**src/rtl/gfifo_control.sv**
```systemverilog
// rtl/gfifo_control.sv - difftest step FIFO toward the host checker with a sticky failure flag.
// Optional macro GFIFO_COALESCE_EN folds steps into a saturating accumulator instead of dropping them.
module gfifo_control #(
  parameter int STEP_WIDTH = 8,
  parameter int DEPTH      = 16,
  parameter int CNT_W      = 12
) (
  input  logic                       clock,
  input  logic                       reset,
  input  logic [STEP_WIDTH-1:0]      step,
  output logic                       host_valid,
  output logic [CNT_W-1:0]           host_step,
  input  logic                       host_ready,
  input  logic                       result_valid,
  input  logic                       result_fail,
  output logic                       overflow,
  output logic [$clog2(DEPTH):0]     level,
  output logic                       simv_result
);

  localparam int AW = $clog2(DEPTH);

  logic [CNT_W-1:0] mem_q [DEPTH];
  logic [CNT_W-1:0] mem_d [DEPTH];
  logic [AW:0]      wr_ptr_q, wr_ptr_d;
  logic [AW:0]      rd_ptr_q, rd_ptr_d;
  logic             overflow_q, overflow_d;
  logic             fail_seen_q, fail_seen_d;
  logic             simv_result_q, simv_result_d;

  logic             empty, full, pop, push, lost, fail_evt;
  logic [CNT_W-1:0] push_data;

`ifdef GFIFO_COALESCE_EN
  logic [CNT_W-1:0] acc_q, acc_d;
  logic [CNT_W:0]   sum_wide;
  logic [CNT_W-1:0] sum;
`endif

  // Extra wrap bit distinguishes full from empty when the index bits match.
  assign empty = (wr_ptr_q == rd_ptr_q);
  assign full  = (wr_ptr_q[AW] != rd_ptr_q[AW]) && (wr_ptr_q[AW-1:0] == rd_ptr_q[AW-1:0]);
  assign pop   = !empty && host_ready;

  assign host_valid  = !empty;
  assign host_step   = empty ? '0 : mem_q[rd_ptr_q[AW-1:0]];
  assign level       = wr_ptr_q - rd_ptr_q;
  assign overflow    = overflow_q;
  assign simv_result = simv_result_q;
  assign fail_evt    = result_valid && result_fail;

  always_comb begin
    push      = 1'b0;
    lost      = 1'b0;
    push_data = '0;
`ifdef GFIFO_COALESCE_EN
    sum_wide  = {1'b0, acc_q} + (CNT_W+1)'(step);
    sum       = sum_wide[CNT_W] ? '1 : sum_wide[CNT_W-1:0];
    lost      = sum_wide[CNT_W];
    push      = (sum != '0) && (!full || pop);
    push_data = sum;
    acc_d     = push ? '0 : sum;
`else
    push      = (step != '0) && (!full || pop);
    lost      = (step != '0) && full && !pop;
    push_data = CNT_W'(step);
`endif
  end

  always_comb begin
    mem_d         = mem_q;
    wr_ptr_d      = wr_ptr_q + (AW+1)'(push);
    rd_ptr_d      = rd_ptr_q + (AW+1)'(pop);
    overflow_d    = overflow_q | lost;
    fail_seen_d   = fail_seen_q | fail_evt;
    simv_result_d = simv_result_q | lost | fail_evt;
    if (push) begin
      mem_d[wr_ptr_q[AW-1:0]] = push_data;
    end
  end

  always_ff @(posedge clock) begin
    if (!reset) begin
      wr_ptr_q      <= '0;
      rd_ptr_q      <= '0;
      overflow_q    <= 1'b0;
      fail_seen_q   <= 1'b0;
      simv_result_q <= 1'b0;
`ifdef GFIFO_COALESCE_EN
      acc_q         <= '0;
`endif
    end else begin
      wr_ptr_q      <= wr_ptr_d;
      rd_ptr_q      <= rd_ptr_d;
      overflow_q    <= overflow_d;
      fail_seen_q   <= fail_seen_d;
      simv_result_q <= simv_result_d;
`ifdef GFIFO_COALESCE_EN
      acc_q         <= acc_d;
`endif
    end
  end

  // Storage needs no reset: the pointers alone define which entries are live.
  always_ff @(posedge clock) begin
    mem_q <= mem_d;
  end

endmodule

```
**config.mk**
```make
export PLATFORM = sky130hd
export DESIGN_NAME = gfifo_control
export DESIGN_NICKNAME = d
export VERILOG_FILES = /design/src/rtl/gfifo_control.sv
export SDC_FILE = /design/constraint.sdc
export NUM_CORES = 1
export LEC_CHECK = 0
export ABC_AREA = 1
export BUFFER_PORTS_ARGS = -buffer_cell sky130_fd_sc_hd__buf_2
export CORE_ASPECT_RATIO = 1.1
export CORE_MARGIN = 2
export CORE_UTILIZATION = 54
export CTS_CLUSTER_SIZE = 24
export DETAILED_ROUTE_END_ITERATION = 10
export HOLD_SLACK_MARGIN = 0.02
export PLACE_DENSITY = 0.78
export SLEW_MARGIN = 20
export SYNTH_ARGS = -nofsm -noshare
export SYNTH_HDL_FRONTEND = slang
export SYNTH_SLANG_ARGS = --single-unit
```
**constraint.sdc**
```tcl
create_clock -name clock -period 5.3 [get_ports clock]
set_clock_uncertainty 0.2 [all_clocks]
set_input_delay 0.795 -clock clock [delete_from_list [all_inputs] [get_ports clock]]
set_output_delay 0.795 -clock clock [all_outputs]
set_load 0.01 [all_outputs]
```
After elaboration in Yosys (flattened, before gate mapping)
Index checks and enable logic that the tools add are counted.

operators by class
  shifts and indexed selects = 0
  $add $sub $neg = 3
  muxes and demuxes = 7
  bitwise logic cells = 5
  multiply operators = 0
  divide/modulo/power cells = 0
  equality and inequality tests = 3
  reduce and logical (&&, ||, !) cells = 12
  order comparisons = 3

operators with widths
  cell                                                                          number
  192-bit bitwise mux                                                           1
  12-bit binary-select mux with 4-bit select                                    1
  12-bit demux with 4-bit select                                                1
  12-bit two-way mux                                                            4
  5-bit by 1-bit adder with 5-bit output                                        2
  5-bit >= comparator, second input constant                                    2
  4-bit inverter with 5-bit output                                              2
  8-bit nonzero test                                                            1
  1-bit logical AND                                                             7
  5-bit equality test                                                           1
  5-bit by 1-bit less-than comparator with 1-bit output, second input constant  1
  5-bit subtractor                                                              1
  4-bit equality test                                                           1
  1-bit logical NOT                                                             3
  1-bit OR                                                                      3
  1-bit logical OR                                                              1
  1-bit != test                                                                 1

storage, ports and cells
  flip-flop bits (word level) = 204
  RAM bits = 0
  memories = 0
  memory bits (read-only) = 0
  output and inout bits = 20
  latch bits = 0
  word-level logic and storage cells = 53

Logic depth before layout (Yosys ltp)
Gate-level depths: netlist of run 1.

  word-level depth = 7
  mapped depth = 12
  gate-level depth less buffers = 10

Worst setup path after synthesis of run 1
No wires, ideal clock.

  path kind = reg-to-output
  start point = register rd_ptr_q[1]
  end point = output port host_valid
  buffers on the path = 2
  slack = 2705 ps
  arrival = 1600 ps
  data required time = 4305 ps
  stages on the path, launching flop included = 8
  cells stage by stage = dfxtp_1 -> buf_2 -> clkinv_2 -> buf_2 -> ha_1 -> nand4_1 -> nor2_2 -> inv_1

between the ends
  longest elaborated chain between the ends = 2

ends and longest elaborated chain
  item                    line  text
  start, declared         26    logic [AW:0] rd_ptr_q, rd_ptr_d;
  start signal, assigned  94    rd_ptr_q <= rd_ptr_d;
  5-bit equality test     41    assign empty = (wr_ptr_q == rd_ptr_q);
  1-bit logical NOT       45    assign host_valid = !empty;
  end, declared           11    output logic host_valid,

No other way between the ends.

Worst setup path after layout of run 1
  start point = register rd_ptr_q[2]
  end point = output port host_step[6]

between the ends
  longest elaborated chain between the ends = 5
  elaborated cells on any way between the ends = 6
  classes of those cells = eq/ne (1); mux (4); bitwise (1)

ends and longest elaborated chain
  item                                                    line  text
  4-bit inverter with 5-bit output (implied by the code)  46    assign host_step = empty ? '0 : mem_q[rd_ptr_q[AW-1:0]];
  12-bit binary-select mux with 4-bit select              46
  12-bit two-way mux (implied by the code) (2 in a row)   46
  12-bit two-way mux *                                    46
  end, declared                                           12    output logic [CNT_W-1:0] host_step,

Every way passes the cells marked *; elsewhere a longest branch is shown, timed or not. The select of a mux whose other input is x is not followed.

==> results of run 1 <==
[metal layers]
metal	track usage, %	vias up	wire length, um
met5	0	-	0
met4	9.86	0	396
met3	5.92	35	1210
met2	37.3	194	6790
met1	32.2	2093	5830
li1	-	2113	-
[worst min-delay path by stage]
| stage | from | to | slack (ns) | cells past startpoint |
|---|---|---|---|---|
| 2_1_floorplan | rd_ptr_q[4] | rd_ptr_q[4] | 0.27 | 2 |
| 3_3_place_gp | overflow | overflow | 0.24 | 2 |
| 3_5_place_dp | overflow | overflow | 0.24 | 2 |
| 4_1_cts | overflow | overflow | 0.26 | 2 |
| 5_1_grt | overflow | overflow | 0.28 | 2 |
| 6_report | overflow | overflow | 0.25 | 2 |
[state kept, by name, summed over array words and instances, names as in the netlist]
signal	count
simv_result	1
wr_ptr_q	5
rd_ptr_q	5
overflow	1
mem_q	128
[report_power, final]
part           switching (mW)  leakage (nW)  internal (mW)
Sequential             0.0121          1.26           1.24
Clock                   0.412         0.274          0.676
Combinational           0.365          1.59          0.154
Total                   0.790          3.12           2.07
[cells by family (layout without fill, tap and decap cells)]
logic type	Yosys count	after routing	synth area share (%)
and+or+nand+nor	333	333	21.4
DFF	140	140	64.2
buffers and inverters	139	174	9.68
AOI/OAI and AO/OA	23	23	1.81
adders and majority gates	9	9	1.89
xor gates and xnor gates	6	6	0.945
other	1	4	0.0590
[metrics by stage]
step	instance area, um2	instances	worst slack, ns	util, %	total power [mW]
after floorplan	6370	654	2.71	-	1.65
after global placement	6520	807	2.19	56.7	1.77
after detailed placement	6520	807	2.04	56.7	1.78
after CTS	7080	839	1.57	61.6	2.87
after global routing	7080	839	1.28	61.6	2.98
final	7080	839	1.55	61.6	2.86
[layout by cell type, fill, tap and decap left out, drive strengths merged]
cell type  count
nand3         67
o21ai          6
nor3           1
edfxtp       128
fa             1
conb           4
a21oi         17
xor2           2
ha             8
clkinv         8
inv          109
nor2          29
dfxtp         12
nand2        234
clkinvlp       1
clkbuf        26
nand4          2
xnor2          4
buf           30
[final cells by class]
type	count	area, um2
clock buffer	26	522
clock inverter	6	36.3
fill	930	4410
inverter	112	422
multi-input combinational	375	1670
sequential	140	4090
tap	150	188
timing repair buffer	30	155
[worst register-to-register path, delay by kind of cell (launching register included)]
kind	cells	cell delay [ns]
simple gates	5	1.33
flops	1	0.62
fa+ha+maj	1	0.45
buf+inv	1	0.37
==> impl_metrics.csv, run 1 <==
group,metric,value,unit
clocking,cts_root_buffer,"clkbuf_16",
cells_and_area,fin_nets,698,
power_and_ir_drop,ir_drop,0.255,mV
global_route,grt.total_usage,23.9,%
critical_path,worst-path-stages,6,
logic_synthesis,async_flop_share,0,%
floorplan,row_count,41,
clocking,cts_setup_buffers,0,
logic_synthesis,yosys_register_bits,140,
sta,slew_headroom,28.9,%
logic_synthesis,synth.top_cell.area_share,60.4,%
sta,hold_viol_final,0,
sta,clock.fmax,0.267,GHz
route,via_per_inst,5.29,
logic_synthesis,synth-edff-count,128,
floorplan,pin_count,33,
logic_synthesis,synthTopCellsByCount,"nand2_1, edfxtp_1, inv_1",
clocking,worstSkewPairLatency,0.41,ns
logic_synthesis,synth_area_leader_cell,"edfxtp_1",
logic_synthesis,netlist_area,0.00636,mm2
logic_synthesis,avgSynthCellArea,9.77,um2
placement,port-buffer-count,28,
outcome,status,"completed",
critical_path,cpPeakStageDelay,0.62,ns
critical_path,crit_family,"flip-flops",
global_route,grt_max_degree,67,
sta,setup_tns,0,ns
logic_synthesis,synth_area_leaders,"edfxtp_1, nand2_1, inv_1",
floorplan,die_area,0.0127,mm2
clocking,ctsHoldBuffers,0,
sta,post-route-period-util,70.7,%
logic_synthesis,syn_inst,651,
cells_and_area,syn_to_final_growth,11.3,%
critical_path,rrSetupSlack,1.96,ns
logic_synthesis,ys.flop_type,"edfxtp_1",
placement,gp_congestion,0.857,
route,num_vias,4435,
flow_run,cap_violations,0,
critical_path,arrival,2.75,ns
global_route,grt_pass1_wl,22500,um
clocking,clkSlewWorstSetupHoldPaths,0.06,ns
critical_path,path_buf_inv,2,
critical_path,worstPathCellList,"clkinv_1, ha_1, nand4_1, nor2_2, a21oi_1, buf_2",
critical_path,cpMaxStageDelayCell,"dfxtp_1",
critical_path,end_kind,"output pin",
sta,worst_hold_slack,0.252,ns
critical_path,path_class,"reg -> out",
critical_path,endpoint,"host_step[6]",
route,drtPass1Iterations,5,
critical_path,r2r_end,"mem_q[138]",
cells_and_area,antennaDiodeCount,0,
critical_path,reg2reg_from,"rd_ptr_q[2]",
global_route,grt_overflow,0,
clocking,cts_made_buffers,17,
logic_synthesis,synth.distinct_cells,25,
critical_path,critPathMaxFanout,13,
critical_path,reg2reg_depth,7,
critical_path,cp-start-kind,"flop",
sta,finalCriticalPeriod,3.75,ns
global_route,antenna_found_initial,0,
floorplan,dieHeight,118,um
route,antenna_left,0,
route,drt-total-wl,14200,um
critical_path,worstPathRequired,4.30,ns
cells_and_area,drive_gt1_share,9.87,%
placement,hpwl,8970,um
logic_synthesis,synth.most_common_cell,"nand2_1",
route,drt_iter0_markers,425,
floorplan,start_util,55.3,%
floorplan,core-area,0.0115,mm2
clocking,cts_tree,"done",
floorplan,die_w,107,um
route,wl_per_cell,16.9,um
sta,setup_viol,0,
sta,slew_viol_final,0,
sta,tightest_slew,1.06,ns
clocking,clock_path_buffers,2,
clocking,h-tree-depth,4,
power_and_ir_drop,power.density,404,mW/mm2
global_route,grt_pass1_vias,4319,
logic_synthesis,synth-warning-count,0,
logic_synthesis,seq_area_frac_synth,64.2,%
sta,rsz0062_at_grt,"no",
clocking,cts-resized-gates,0,
power_and_ir_drop,leakagePower,3.12,nW
route,drc_errors,0,
critical_path,crit_path_start,"rd_ptr_q[2]",
clocking,cts_sinks,140,
worst_hold_path,hold_class,"reg -> reg",
No activity file was read; power rests on OpenSTA's default activity.
==> inputs of run 2 (changes only) <==
==> constraint.sdc (replaced) <==
create_clock -name clock -period 3.75 [get_ports clock]
set_clock_uncertainty 0.2 [all_clocks]
set_input_delay 0.5625 -clock clock [delete_from_list [all_inputs] [get_ports clock]]
set_output_delay 0.5625 -clock clock [all_outputs]
set_load 0.01 [all_outputs]
==> run 2 against run 1 <==
  * Core utilization rose by 0.40 points
  * Non-clock buffer count is 3 higher
  * Count of clock-buffer cells in the layout down 7
  * Worst setup slack worse by 1.3 ns
  * Critical path depth is the same
  * Global-route usage is 0.12 points lower
  * Final area grew 0.65%
  * Via count rose by 0.41%
  * Largest cell class unchanged
  * Largest power group unchanged
==> impl_metrics.csv, run 2 (synthesis results as in run 1) <==
group,metric,value,unit
global_route,grt_max_degree,44,
sta,clock.fmax,0.284,GHz
global_route,grt_pass1_wl,22100,um
sta,slew_viol_final,0,
clocking,cts_setup_buffers,0,
route,via_per_inst,5.29,
sta,tightest_slew,0.789,ns
route,drt_iter0_markers,449,
critical_path,r2r_end,"mem_q[148]",
sta,post-route-period-util,93.8,%
clocking,cts_root_buffer,"clkbuf_16",
placement,hpwl,9090,um
cells_and_area,fin_nets,701,
power_and_ir_drop,leakagePower,3.14,nW
cells_and_area,largest_register_ffs,128,
clocking,ctsHoldBuffers,0,
floorplan,row_count,41,
clocking,cts_sinks,140,
route,drtPass1Iterations,6,
critical_path,worstPathRequired,2.99,ns
critical_path,rrSetupSlack,0.45,ns
clocking,clock_path_buffers,2,
cells_and_area,syn_to_final_growth,12.0,%
clocking,cts_tree,"done",
critical_path,path_class,"reg -> out",
global_route,grt_pass1_vias,4296,
route,drt-total-wl,14200,um
sta,slew_headroom,47.2,%
critical_path,cp-start-kind,"flop",
worst_hold_path,hp-start,"result_fail",
clocking,clkSlewWorstSetupHoldPaths,0.06,ns
floorplan,start_util,55.3,%
placement,gp_congestion,0.898,
critical_path,reg2reg_from,"rd_ptr_q[2]",
critical_path,critPathMaxFanout,13,
global_route,antenna_found_initial,0,
worst_hold_path,hold_depth,3,
sta,rsz0062_at_grt,"no",
cells_and_area,regMostFlops,"mem_q",
power_and_ir_drop,total_power,4.15,mW
floorplan,pin_count,33,
cells_and_area,mostFrequentLayoutCells,"nand2_1, edfxtp_1, inv_1, nand3_1, buf_2",
sta,hold_viol_final,0,
worst_hold_path,whs_endpoint,"simv_result",
power_and_ir_drop,power.density,583,mW/mm2
global_route,grt_overflow,0,
clocking,h-tree-depth,4,
sta,finalCriticalPeriod,3.52,ns
critical_path,reg2reg_depth,7,
critical_path,arrival,2.75,ns
route,drc_errors,0,
power_and_ir_drop,ir_drop,0.374,mV
floorplan,die_area,0.0127,mm2
worst_hold_path,hold_class,"in -> reg",
route,num_vias,4453,
flow_run,cap_violations,0,
outcome,status,"completed",
floorplan,dieHeight,118,um
cells_and_area,antennaDiodeCount,0,
clocking,cts-resized-gates,0,
clocking,worstSkewPairLatency,0.41,ns
floorplan,die_w,107,um
placement,port-buffer-count,28,
cells_and_area,final_common_cell,"nand2_1",
clocking,cts_made_buffers,17,
cells_and_area,drive_gt1_share,10.3,%
cells_and_area,top_regs,"mem_q: 128 flops, rd_ptr_q: 5 flops, wr_ptr_q: 5 flops",
floorplan,core-area,0.0115,mm2
route,wl_per_cell,16.8,um
global_route,grt.total_usage,23.8,%
sta,setup_tns,0,ns
route,antenna_left,0,
critical_path,end_kind,"output pin",
sta,setup_viol,0,
## run 2: changes by cell type in the layout (fill, tap and decap cells not counted), moves of 2 or more
| cell | previous run | this run |
|---|---|---|
| clkbuf_8 | 2 | 0 |
| clkinv_1 | 2 | 5 |
| clkbuf_16 | 19 | 17 |
| clkbuf_1 | 5 | 2 |
| bufinv_16 | 0 | 3 |
| buf_4 | 2 | 5 |
## run 2: cell type report
type,instances,area [um2]
tap,150,188
timing repair buffer,33,178
fill,861,4370
sequential,140,4090
clock buffer,19,433
inverter,112,422
multi-input combinational,375,1670
clock inverter,13,149
## run 2: report_power, final
part           switching (mW)  internal [mW]  total, mW
Combinational           0.503          0.222      0.725
Clock                   0.600           1.04       1.64
Sequential             0.0414           1.75       1.79
## run 2: how the worst max path moves through the flow
stage / from / endpoint / slack (ns)
final: rd_ptr_q[2] / host_step[3] / 0.23
after global routing: rd_ptr_q[2] / host_step[3] / 0.02
after CTS: rd_ptr_q[2] / host_step[3] / 0.25
after detailed placement: rd_ptr_q[2] / mem_q[63] / 0.54
after global placement: rd_ptr_q[2] / mem_q[62] / 0.66
after floorplan: rd_ptr_q[1] / mem_q[144] / 1.23
## run 2: worst max-delay path, stage by stage, from the launching register on
cell and delay, ns:
dfxtp_1 0.60, clkinv_1 0.38, ha_1 0.47, nand4_1 0.17, nor2_2 0.45, a21oi_1 0.09
buf_2 0.17
## run 2: routing by layer
layer	up-vias	track usage, %	wire [um]
met1	2058	31.3	5530
met3	37	5.32	1280
met4	0	10.8	433
li1	2115	-	-
met5	-	0	0
met2	243	37.8	6910
## run 2: stage by stage
stage               std cells  hold WS, ns  cell area [um2]  util, %  setup slack, ns
global placement          810        0.241             6540     56.9            0.658
floorplan                 654        0.273             6370        -             1.23
finish                    842        0.230             7120     62.0            0.233
global route              842        0.242             7120     62.0           0.0207
detailed placement        810        0.260             6540     56.9            0.542
CTS                       842        0.214             7120     62.0            0.251
==> inputs of run 3 (changes only) <==
--- a/config.mk
+++ b/config.mk
@@ -5,7 +5,6 @@
 export SDC_FILE = /design/constraint.sdc
 export NUM_CORES = 1
 export LEC_CHECK = 0
-export ABC_AREA = 1
 export BUFFER_PORTS_ARGS = -buffer_cell sky130_fd_sc_hd__buf_2
 export CORE_ASPECT_RATIO = 1.1
 export CORE_MARGIN = 2
==> run 3 against run 2 <==
  * Non-clock buffer count increased by 16
  * Largest cell class unchanged
  * Global-route usage decreased by 2.1 points
  * Worst setup slack improved by 0.25 ns
  * Count of clock-buffer cells in the layout decreased by 1
  * First-iteration DRC count decreased by 31%
  * Synthesized area decreased by 7.7%
==> impl_metrics.csv, run 3 <==
group,metric,value,unit
sta,hold_viol_final,0,
cells_and_area,largest_register_ffs,128,
critical_path,critPathMaxFanout,23,
clocking,ctsHoldBuffers,0,
critical_path,cp-start-kind,"flop",
clocking,h-tree-depth,4,
placement,dp_slack,0.894,ns
placement,hpwl,7580,um
clocking,cts_made_buffers,17,
critical_path,arrival,2.50,ns
logic_synthesis,synth.top_cell.area_share,65.5,%
logic_synthesis,synthSimpleGateAreaFrac,6.25,%
global_route,grt_overflow,0,
route,wl_per_cell,22.5,um
sta,clock.fmax,0.306,GHz
floorplan,core-area,0.0105,mm2
power_and_ir_drop,leakagePower,2.41,nW
sta,setup_viol,0,
clocking,cts_setup_buffers,0,
sta,setup_slack,0.487,ns
sta,rsz0062_at_grt,"no",
route,drtPass1Iterations,5,
route,via_per_inst,5.87,
logic_synthesis,netlist_area,0.00587,mm2
cells_and_area,syn_to_final_growth,15.8,%
logic_synthesis,synth.most_common_cell,"edfxtp_1",
cells_and_area,fillers,710,
cells_and_area,fin_util,64.8,%
floorplan,dieHeight,113,um
critical_path,path_class,"reg -> out",
power_and_ir_drop,power.density,595,mW/mm2
floorplan,die_w,103,um
cells_and_area,final_common_cell,"edfxtp_1",
power_and_ir_drop,ir_drop,0.323,mV
logic_synthesis,seq_area_frac_synth,69.6,%
logic_synthesis,synth.distinct_cells,38,
logic_synthesis,async_flop_share,0,%
sta,setup_tns,0,ns
critical_path,end_kind,"output pin",
logic_synthesis,yosys_register_bits,140,
route,num_vias,3065,
clocking,cts_root_buffer,"clkbuf_16",
route,drt_iter0_markers,311,
logic_synthesis,synth-warning-count,0,
clocking,clock_path_buffers,2,
global_route,grt.total_usage,21.7,%
cells_and_area,top_regs,"mem_q: 128 flops, rd_ptr_q: 5 flops, wr_ptr_q: 5 flops",
logic_synthesis,synth_compound_area_share,2.28,%
global_route,use_met2,33.8,%
sta,finalCriticalPeriod,3.26,ns
sta,slew_headroom,56.9,%
floorplan,start_util,55.9,%
sta,slew_viol_final,0,
critical_path,worstPathCellList,"buf_12, mux4_1, mux2i_1, a211oi_2, buf_2",
placement,postPlaceCellArea,0.00619,mm2
global_route,use_met1,29.9,%
critical_path,cpPeakStageDelay,0.62,ns
logic_synthesis,synth_fa_ha_area_share,2.05,%
clocking,cts_tree,"done",
cells_and_area,mostFrequentLayoutCells,"edfxtp_1, buf_2, buf_4, nand2_1, mux4_2",
logic_synthesis,synth_area_leader_cell,"edfxtp_1",
global_route,grt_pass1_vias,3093,
global_route,grt_max_degree,27,
logic_synthesis,synth-edff-count,128,
global_route,antenna_found_initial,0,
cells_and_area,fin_area,0.00680,mm2
placement,port-buffer-count,28,
floorplan,die_area,0.0117,mm2
logic_synthesis,muxShareOfSynthArea,14.5,%
cells_and_area,drive_gt1_share,27.4,%
route,drt-total-wl,11700,um
logic_synthesis,synth_xor_area_share,1.49,%
flow_run,cap_violations,0,
clocking,cts_sinks,140,
floorplan,pin_count,33,
clocking,worstSkewPairLatency,0.41,ns
logic_synthesis,synthTopCellsByCount,"edfxtp_1, nand2_1, mux4_2",
logic_synthesis,ys.flop_type,"edfxtp_1",
critical_path,cpMaxStageDelayCell,"dfxtp_2",
global_route,grt_pass1_wl,17800,um
logic_synthesis,syn_inst,315,
route,antenna_left,0,
clocking,cts-resized-gates,0,
worst_hold_path,hold_class,"in -> reg",
route,drc_errors,0,
cells_and_area,fin_nets,389,
logic_synthesis,synth_top_family_by_area,"multiplexers",
logic_synthesis,avgSynthCellArea,18.6,um2
sta,tightest_slew,0.640,ns
sta,post-route-period-util,87.0,%
logic_synthesis,synth_area_leaders,"edfxtp_1, mux4_2, mux4_1",
global_route,grt_util_met3,5.44,%
clocking,clkSlewWorstSetupHoldPaths,0.06,ns
critical_path,rrSetupSlack,0.86,ns
placement,gp_congestion,0.849,
cells_and_area,antennaDiodeCount,0,
floorplan,row_count,39,
cells_and_area,regMostFlops,"mem_q",
outcome,status,"completed",
critical_path,worstPathRequired,2.99,ns
global_route,grt.busiest_layer,"met2",
==> run 3: cell types whose count changed after synthesis, moves of 7 or more <==
cell | previous run | this run
and2_1 | 0 | 10
inv_1 | 108 | 9
nand2_1 | 230 | 19
mux4_2 | 0 | 18
nor2_1 | 27 | 1
nor3_1 | 0 | 14
buf_2 | 11 | 2
nand3_1 | 67 | 4
and3_1 | 0 | 7
mux4_1 | 0 | 14
a21oi_1 | 17 | 3
mux2i_1 | 0 | 8
==> run 3: cell type report <==
type	instances	area, um2	area share, %
tap	143	179	2.63
timing repair buffer	49	310	4.57
inverter	11	41.3	0.608
sequential	140	4090	60.1
multi-input combinational	148	1580	23.2
clock inverter	13	174	2.56
clock buffer	18	429	6.32
==> run 3: critical path: cells and delay by family (launching register included) <==
kind,cells,cell delay [ns]
multiplexers,2,0.89
flip-flops,1,0.62
buffers and inverters,2,0.44
AO/OA/AOI/OAI,1,0.13
==> run 3: cells by family after synthesis <==
group | after synthesis
adder cells (fa/ha/maj) | 9
buffers and inverters | 30
AO/OA/AOI/OAI | 15
multiplexers | 40
other | 1
XOR/XNOR | 10
AND/OR/NAND/NOR | 70
flip-flops | 140
==> run 3: stage by stage <==
stage / hold WS (ns) / total power, mW / std cells
after CTS: 0.238 / 4.06 / 522
after floorplan: 0.325 / 2.22 / 318
after global placement: 0.279 / 2.36 / 491
after global routing: 0.279 / 4.18 / 522
final: 0.242 / 4.04 / 522
after detailed placement: 0.284 / 2.37 / 491
==> run 3: final timing paths <==
kind                from           end  depth (start not counted)
max          rd_ptr_q[0]  host_step[2]                          5
min          result_fail   simv_result                          3
max reg2reg  rd_ptr_q[1]   wr_ptr_q[4]                         12
min reg2reg     overflow      overflow                          2
==> run 3: power breakdown <==
group	switching [mW]	total, mW	internal (mW)
logic	0.290	0.554	0.263
clock network	0.601	1.70	1.10
registers	0.0376	1.79	1.75
==> run 3: metal layers <==
metal	vias to the layer above	part of all wire, %
met5	-	0
met4	0	2.0
met3	23	6.0
met2	124	50
met1	1562	42
li1	1356	-
